## src/rtl/fwd_hazard_unit_pkg.sv

```systemverilog
// Shared pipeline definitions for the forwarding/hazard unit.
package fwd_hazard_unit_pkg;

  localparam int unsigned REG_AW_DEF = 5;

  typedef logic [1:0] fwd_sel_t;

  localparam fwd_sel_t FWD_RF    = 2'b00;
  localparam fwd_sel_t FWD_EXMEM = 2'b10;
  localparam fwd_sel_t FWD_MEMWB = 2'b01;
  localparam fwd_sel_t FWD_RSVD  = 2'b11;

  typedef enum logic {
    IDLE = 1'b0,
    BUSY = 1'b1
  } mc_state_t;

endpackage

```

## src/rtl/fwd_hazard_unit_if.sv

```systemverilog
// Pipeline-side signal bundle of the forwarding/hazard unit.
interface fwd_hazard_unit_if #(
  parameter int unsigned NUM_SRC = 2,
  parameter int unsigned REG_AW  = 5
);
  logic                      id_valid;
  logic [NUM_SRC*REG_AW-1:0] id_rs;
  logic [NUM_SRC*REG_AW-1:0] ex_rs;
  logic [REG_AW-1:0]         ex_rd;
  logic                      ex_memread;
  logic                      ex_mc_start;
  logic [REG_AW-1:0]         mem_rd;
  logic                      mem_regwrite;
  logic [REG_AW-1:0]         wb_rd;
  logic                      wb_regwrite;
  logic                      flush;
  logic [NUM_SRC*2-1:0]      fwd_sel;
  logic                      stall;
  logic                      bubble;
  logic                      ex_hold;
  logic                      mc_busy;
  logic                      mc_done;
  logic [REG_AW-1:0]         mc_rd;

  modport master (
    output id_valid, id_rs, ex_rs, ex_rd, ex_memread, ex_mc_start,
           mem_rd, mem_regwrite, wb_rd, wb_regwrite, flush,
    input  fwd_sel, stall, bubble, ex_hold, mc_busy, mc_done, mc_rd
  );

  modport slave (
    input  id_valid, id_rs, ex_rs, ex_rd, ex_memread, ex_mc_start,
           mem_rd, mem_regwrite, wb_rd, wb_regwrite, flush,
    output fwd_sel, stall, bubble, ex_hold, mc_busy, mc_done, mc_rd
  );
endinterface

```

## src/rtl/fwd_hazard_unit_mc_scoreboard.sv

```systemverilog
// Tracks one in-flight multicycle op: state, latency counter and destination.
module mc_scoreboard
  import fwd_hazard_unit_pkg::*;
#(
  parameter int unsigned REG_AW = REG_AW_DEF,
  parameter int unsigned MC_LAT = 4,
  parameter int unsigned CNT_W  = $clog2(MC_LAT)
) (
  input  logic              clk,
  input  logic              rst_n,
  input  logic              start,
  input  logic [REG_AW-1:0] start_rd,
  output logic              busy,
  output logic              done,
  output logic [REG_AW-1:0] rd
);

  localparam logic [CNT_W-1:0] CNT_LOAD = CNT_W'(MC_LAT - 1);

  mc_state_t         state_q, state_d;
  logic [CNT_W-1:0]  cnt_q, cnt_d;
  logic [REG_AW-1:0] rd_q, rd_d;

  always_ff @(posedge clk or negedge rst_n) begin
    if (!rst_n) begin
      state_q <= IDLE;
      cnt_q   <= '0;
      rd_q    <= '0;
    end else begin
      state_q <= state_d;
      cnt_q   <= cnt_d;
      rd_q    <= rd_d;
    end
  end

  // A start in the final busy cycle reloads without an idle gap.
  always_comb begin
    state_d = state_q;
    cnt_d   = cnt_q;
    rd_d    = rd_q;
    case (state_q)
      IDLE: begin
        if (start) begin
          state_d = BUSY;
          cnt_d   = CNT_LOAD;
          rd_d    = start_rd;
        end
      end
      BUSY: begin
        if (cnt_q != '0) begin
          cnt_d = cnt_q - CNT_W'(1);
        end else if (start) begin
          cnt_d = CNT_LOAD;
          rd_d  = start_rd;
        end else begin
          state_d = IDLE;
        end
      end
      default: state_d = IDLE;
    endcase
  end

  assign busy = (state_q == BUSY);
  assign done = busy && (cnt_q == '0);
  assign rd   = rd_q;

endmodule

```

## src/rtl/fwd_hazard_unit.sv

```systemverilog
// EX-stage forwarding selects plus load-use and multicycle-op hazard control.
module fwd_hazard_unit
  import fwd_hazard_unit_pkg::*;
#(
  parameter int unsigned NUM_SRC = 2,
  parameter int unsigned REG_AW  = REG_AW_DEF,
  parameter int unsigned MC_LAT  = 4,
  parameter int unsigned CNT_W   = $clog2(MC_LAT)
) (
  input logic              clk,
  input logic              rst_n,
  fwd_hazard_unit_if.slave bus
);

  logic              mc_busy, mc_done;
  logic [REG_AW-1:0] mc_rd;
  logic              id_live, st;
  logic [NUM_SRC-1:0] lu_hit, raw_hit;
  fwd_sel_t          fwd_arr [NUM_SRC];

  mc_scoreboard #(
    .REG_AW (REG_AW),
    .MC_LAT (MC_LAT),
    .CNT_W  (CNT_W)
  ) u_mc_scoreboard (
    .clk      (clk),
    .rst_n    (rst_n),
    .start    (bus.ex_mc_start),
    .start_rd (bus.ex_rd),
    .busy     (mc_busy),
    .done     (mc_done),
    .rd       (mc_rd)
  );

  assign id_live = bus.id_valid && !bus.flush;

  // Per-operand compares; EX/MEM has priority over MEM/WB.
  for (genvar k = 0; k < NUM_SRC; k++) begin : g_src
    logic [REG_AW-1:0] ers, irs;
    assign ers = bus.ex_rs[k*REG_AW +: REG_AW];
    assign irs = bus.id_rs[k*REG_AW +: REG_AW];

    assign fwd_arr[k] = (bus.mem_regwrite && bus.mem_rd != '0 && bus.mem_rd == ers) ? FWD_EXMEM :
                        (bus.wb_regwrite  && bus.wb_rd  != '0 && bus.wb_rd  == ers) ? FWD_MEMWB :
                        FWD_RF;

    assign lu_hit[k]  = bus.ex_memread && bus.ex_rd != '0 && id_live && bus.ex_rd == irs;
    assign raw_hit[k] = mc_busy && mc_rd != '0 && id_live && mc_rd == irs;
  end

  always_comb begin
    bus.fwd_sel = '0;
    for (int i = 0; i < NUM_SRC; i++) begin
      bus.fwd_sel[i*2 +: 2] = fwd_arr[i];
    end
  end

  assign st = bus.ex_mc_start && mc_busy && !mc_done;

  assign bus.stall   = (|lu_hit) || (|raw_hit) || st;
  assign bus.bubble  = ((|lu_hit) || (|raw_hit)) && !st;
  assign bus.ex_hold = st;
  assign bus.mc_busy = mc_busy;
  assign bus.mc_done = mc_done;
  assign bus.mc_rd   = mc_rd;

endmodule

```

## src/flat_wrapper.sv

```systemverilog
// flat-port wrapper written by rule: the top's interface ports become plain ports
module fwd_hazard_unit_flat import fwd_hazard_unit_pkg::*;
#(
  parameter int unsigned NUM_SRC = 2,
  parameter int unsigned REG_AW  = REG_AW_DEF,
  parameter int unsigned MC_LAT  = 4,
  parameter int unsigned CNT_W   = $clog2(MC_LAT)
)
  (clk, rst_n, bus_id_valid, bus_id_rs, bus_ex_rs, bus_ex_rd, bus_ex_memread, bus_ex_mc_start, bus_mem_rd, bus_mem_regwrite, bus_wb_rd, bus_wb_regwrite, bus_flush, bus_fwd_sel, bus_stall, bus_bubble, bus_ex_hold, bus_mc_busy, bus_mc_done, bus_mc_rd);
  fwd_hazard_unit_if #(.NUM_SRC(NUM_SRC), .REG_AW(REG_AW)) bus_i ();
  input logic clk;
  input logic rst_n;
  input wire logic [$bits(bus_i.id_valid)-1:0] bus_id_valid;
  input wire logic [$bits(bus_i.id_rs)-1:0] bus_id_rs;
  input wire logic [$bits(bus_i.ex_rs)-1:0] bus_ex_rs;
  input wire logic [$bits(bus_i.ex_rd)-1:0] bus_ex_rd;
  input wire logic [$bits(bus_i.ex_memread)-1:0] bus_ex_memread;
  input wire logic [$bits(bus_i.ex_mc_start)-1:0] bus_ex_mc_start;
  input wire logic [$bits(bus_i.mem_rd)-1:0] bus_mem_rd;
  input wire logic [$bits(bus_i.mem_regwrite)-1:0] bus_mem_regwrite;
  input wire logic [$bits(bus_i.wb_rd)-1:0] bus_wb_rd;
  input wire logic [$bits(bus_i.wb_regwrite)-1:0] bus_wb_regwrite;
  input wire logic [$bits(bus_i.flush)-1:0] bus_flush;
  output wire logic [$bits(bus_i.fwd_sel)-1:0] bus_fwd_sel;
  output wire logic [$bits(bus_i.stall)-1:0] bus_stall;
  output wire logic [$bits(bus_i.bubble)-1:0] bus_bubble;
  output wire logic [$bits(bus_i.ex_hold)-1:0] bus_ex_hold;
  output wire logic [$bits(bus_i.mc_busy)-1:0] bus_mc_busy;
  output wire logic [$bits(bus_i.mc_done)-1:0] bus_mc_done;
  output wire logic [$bits(bus_i.mc_rd)-1:0] bus_mc_rd;
  assign bus_i.id_valid = bus_id_valid;
  assign bus_i.id_rs = bus_id_rs;
  assign bus_i.ex_rs = bus_ex_rs;
  assign bus_i.ex_rd = bus_ex_rd;
  assign bus_i.ex_memread = bus_ex_memread;
  assign bus_i.ex_mc_start = bus_ex_mc_start;
  assign bus_i.mem_rd = bus_mem_rd;
  assign bus_i.mem_regwrite = bus_mem_regwrite;
  assign bus_i.wb_rd = bus_wb_rd;
  assign bus_i.wb_regwrite = bus_wb_regwrite;
  assign bus_i.flush = bus_flush;
  assign bus_fwd_sel = bus_i.fwd_sel;
  assign bus_stall = bus_i.stall;
  assign bus_bubble = bus_i.bubble;
  assign bus_ex_hold = bus_i.ex_hold;
  assign bus_mc_busy = bus_i.mc_busy;
  assign bus_mc_done = bus_i.mc_done;
  assign bus_mc_rd = bus_i.mc_rd;
  fwd_hazard_unit #(.NUM_SRC(NUM_SRC), .REG_AW(REG_AW), .MC_LAT(MC_LAT), .CNT_W(CNT_W)) u_core (.clk(clk), .rst_n(rst_n), .bus(bus_i));
endmodule
```

## config.mk

```make
export PLATFORM = sky130hd
export DESIGN_NAME = fwd_hazard_unit_flat
export DESIGN_NICKNAME = d
export VERILOG_FILES = /design/src/rtl/fwd_hazard_unit_pkg.sv /design/src/rtl/fwd_hazard_unit_if.sv /design/src/rtl/fwd_hazard_unit_mc_scoreboard.sv /design/src/rtl/fwd_hazard_unit.sv /design/src/flat_wrapper.sv
export SDC_FILE = /design/constraint.sdc
export NUM_CORES = 1
export LEC_CHECK = 0
export ABC_AREA = 1
export CAP_MARGIN = 5
export CORE_UTILIZATION = 45
export CTS_CLUSTER_DIAMETER = 60
export DETAILED_ROUTE_END_ITERATION = 8
export DONT_BUFFER_PORTS = 1
export HOLD_SLACK_MARGIN = 0.03
export PLACE_DENSITY = 0.7
export SETUP_SLACK_MARGIN = 0.5
export SYNTH_ARGS = -nofsm -noshare
export SYNTH_HDL_FRONTEND = slang
export SYNTH_SLANG_ARGS = --single-unit
```

## constraint.sdc

```tcl
create_clock -name clk -period 1.6 [get_ports clk]
set_input_delay 0.4 -clock clk [delete_from_list [all_inputs] [get_ports clk]]
set_output_delay 0.4 -clock clk [all_outputs]
set_load 0.02 [all_outputs]
```

==> results.py <==
metrics = {
    "clock_tree": {
        "cts-root-buf": "sky130_fd_sc_hd__clkbuf_4",
        "htree_levels": 1,
        "worst_skew_pair.late_latency_ns": 0.28,
        "clk_pin_slew_worst_paths_ns": 0.07,
        "cts_tree": "done",
        "num_cts_buffers": 3,
        "clock_tree.buffer_depth": 2,
        "sink_count_of_the_clock_tree": 8,
    },
    "setup_path": {
        "worst_path_dominant_cell_family": "simple AND/OR/NAND/NOR gates",
        "critPathSlowestCell": "sky130_fd_sc_hd__dfrtp_2",
        "wp_data_required_ns": 1.20,
        "criticalPathCategory": "register to output port",
        "timing.critical_path.mode_cell": "sky130_fd_sc_hd__nand2_1",
        "worstPathCellList": "inv_2 > nand2_1 > nand2_1 > nor2_1 > nand3_1 > nand2_1 > nand2_2 > nand3b_1",
        "path_max_fanout": 4,
        "slowest_delay_ns": 0.40,
        "worst_setup_path_end_kind": "output port",
        "worstSetupStartpointType": "register",
        "worst-path-buf-inv": 1,
        "worst-endpoint-arrival_ns": 1.51,
    },
    "place": {
        "numPlacedInstances": 204,
        "pre_cts_ws_ns": 0.00147,
        "placement.cell_area_um2": 1210,
        "place_congestion": 0.830,
        "dp.final_hpwl_um": 2290,
        "port_buffers": 0,
    },
    "routing": {
        "route.detailed.drc": 0,
        "totalWireLength_um": 3440,
        "dr.first_iter.drc_count": 25,
        "routed_via_density": 5.40,
        "route.detailed.wl_per_inst_um": 15.5,
        "post_detailed_route_count_of_antenna_violating_nets": 0,
        "detailed_route_via_count": 1198,
        "drt_pre_antenna_iters": 5,
    },
    "timing": {
        "final.period_utilization_pct": 119,
        "unrepaired_setup_endpoints_after_global_routing": "true",
        "timing_hold_violations_final": 0,
        "max_slew.worst_pin.slew_ns": 0.404,
        "layout_min_cycle_time_ns": 1.91,
        "final_slew_violations": 0,
        "maxSlewHeadroom_pct": 73.0,
        "fmax_mhz": 524,
        "final.setup.worst_slack_ns": -0.310,
        "finalClockSkew_ns": 0.0214,
        "setup_viol": 4,
    },
    "final_layout": {
        "final_design_instance_area_without_fill_um2": 1580,
        "final_cell_count_no_fill": 222,
        "layout.cells.most_common": "sky130_fd_sc_hd__nand2_1",
        "final_nets": 239,
        "multiInputGateArea_um2": 982,
        "final_layout_size_suffix_gt1_share_pct": 38.5,
        "layout-area-overhead-vs-synth_pct": 56.9,
        "layout_common_cells": "sky130_fd_sc_hd__nand2_1 (49), sky130_fd_sc_hd__inv_1 (18), sky130_fd_sc_hd__buf_6 (15)",
        "n_antenna_cell": 0,
        "seqCellArea_um2": 209,
        "num-fill-cells": 160,
    },
    "global_route": {
        "first_global_vias": 1166,
        "grt_usage_pct": 25.3,
        "first_pass_grt_wire_length_um": 4730,
        "grt_remaining_overflow": 0,
        "antenna_found_initial": 0,
        "grt_start_max_net_pins": 11,
    },
    "synth": {
        "synth.avg_cell_area_um2": 5.96,
        "synthesis.instances": 169,
        "seq_area_frac_synth_pct": 19.9,
        "synth_warnings": 0,
        "syn_area_um2": 1010,
        "ys_seq_elements": 8,
        "synth.net_count": 212,
        "synthDistinctLibCells": 20,
    },
    "min_path": {
        "worstHoldPathType": "input pin to register",
    },
    "floorplan": {
        "standard_cell_rows": 16,
        "floorplan.die_area_um2": 2430,
        "coreArea_um2": 2040,
        "floorplan.io_pins": 57,
        "die_w_um": 49.3,
        "die_y_um": 49.3,
        "start_util_pct": 49.3,
    },
    "run_status": {
        "violations": "setup timing",
        "run_status": "finished, violations left",
    },
    "pwr": {
        "fin_total_pwr_mw": 2.10,
        "vdd.ir_drop.worst_mv": 0.975,
        "power_leakage_nw": 0.772,
        "power.density_nw_per_um2": 1330,
    },
    "flow_run": {
        "maxCapViolCount": 0,
    },
}
==> cell usage after synthesis <==
master	n	area [um2]
sky130_fd_sc_hd__a21oi_1	1	5.00
sky130_fd_sc_hd__a21oi_2	2	17.5
sky130_fd_sc_hd__dfrtp_1	8	200
sky130_fd_sc_hd__inv_1	20	75.1
sky130_fd_sc_hd__inv_2	8	30.0
sky130_fd_sc_hd__nand2_1	55	206
sky130_fd_sc_hd__nand2_2	2	12.5
sky130_fd_sc_hd__nand3_1	8	40.0
sky130_fd_sc_hd__nand3b_1	1	7.51
sky130_fd_sc_hd__nand4_1	4	25.0
sky130_fd_sc_hd__nor2_1	17	63.8
sky130_fd_sc_hd__nor2_2	1	6.26
sky130_fd_sc_hd__nor3_1	5	25.0
sky130_fd_sc_hd__nor3_2	2	20.0
sky130_fd_sc_hd__o21ai_0	7	35.0
sky130_fd_sc_hd__o21ai_1	1	5.00
sky130_fd_sc_hd__o31ai_1	1	7.51
sky130_fd_sc_hd__or2_1	1	6.26
sky130_fd_sc_hd__xnor2_1	16	140
sky130_fd_sc_hd__xor2_1	9	78.8
==> routing by layer <==
| metal | up-vias | routed length, um | GRT usage [%] |
|---|---|---|---|
| li1 | 573 | - | - |
| met1 | 565 | 1350 | 29.3 |
| met2 | 53 | 1830 | 44.5 |
| met3 | 7 | 221 | 7.48 |
| met4 | 0 | 35 | 6.86 |
| met5 | - | 0 | 0 |
==> kinds of logic (layout without fill, tap and decap cells) <==
group	Yosys count	count (layout)	share of synthesized area [%]
DFF	8	8	19.9
xor gates and xnor gates	25	25	21.7
and+or+nand+nor	96	97	41.0
AOI/OAI and AO/OA	12	12	6.96
buffers and inverters	28	53	10.4
==> layout make-up <==
type / instances / area share (%)
Clock buffer: 4 / 1.66
Sequential cell: 8 / 13.2
Timing Repair Buffer: 21 / 14.2
Inverter: 28 / 6.65
Multi-Input combinational cell: 134 / 62.2
Tap cell: 27 / 2.14
==> timing repair <==
action / in CTS / in global routing
resized for setup: 25 / 23
hold endpoints to repair: 8 / 0
pin swaps: 10 / 13
buffers inserted: 5 / 7
setup endpoints to repair: 20 / 20
cloned: 0 / 1
hold buffers: 1 / 0
==> worst register-to-register path, delay by kind of cell, from the launching register on <==
family | cells | cell delay [ns]
flip-flops | 1 | 0.48
buffers and inverters | 5 | 0.44
AND/OR/NAND/NOR | 2 | 0.24
AO/OA/AOI/OAI | 1 | 0.04
==> power by group <==
part           total (mW)  switching, mW  internal [mW]
combinational        1.44          0.710          0.727
sequential          0.478          0.163          0.315
clock               0.187         0.0903         0.0962
total                2.10          0.964           1.14
==> final timing paths <==
path	start	endpoint	slack, ns	cells after the start
min in group asynchronous	rst_n	u_core.u_mc_scoreboard.rd[0]	0.48	1
max in group asynchronous	rst_n	u_core.u_mc_scoreboard.cnt_q[1]	0.79	1
max reg2reg	u_core.u_mc_scoreboard.busy	u_core.u_mc_scoreboard.cnt_q[1]	0.30	8
max	u_core.u_mc_scoreboard.rd[1]	bus_stall	-0.31	8
min	bus_ex_rd[2]	u_core.u_mc_scoreboard.rd[2]	0.27	2
min reg2reg	u_core.u_mc_scoreboard.rd[4]	u_core.u_mc_scoreboard.rd[4]	0.59	2
==> state kept, by name, indices dropped and copies added (netlist names) <==
register / count
u_core.u_mc_scoreboard.busy: 1
u_core.u_mc_scoreboard.rd: 5
u_core.u_mc_scoreboard.cnt_q: 2
==> stage by stage <==
| step | TNS, ns | util [%] | hold WS [ns] |
|---|---|---|---|
| 2_1_floorplan | 0 | - | 0.104 |
| 3_3_place_gp | 0 | 59.4 | 0.105 |
| 3_5_place_dp | 0 | 59.4 | 0.105 |
| 4_1_cts | -0.475 | 68.0 | 0.268 |
| 5_1_grt | -0.991 | 77.4 | 0.272 |
| 6_report | -0.690 | 77.4 | 0.271 |
(Power assumes the default switching activity.)
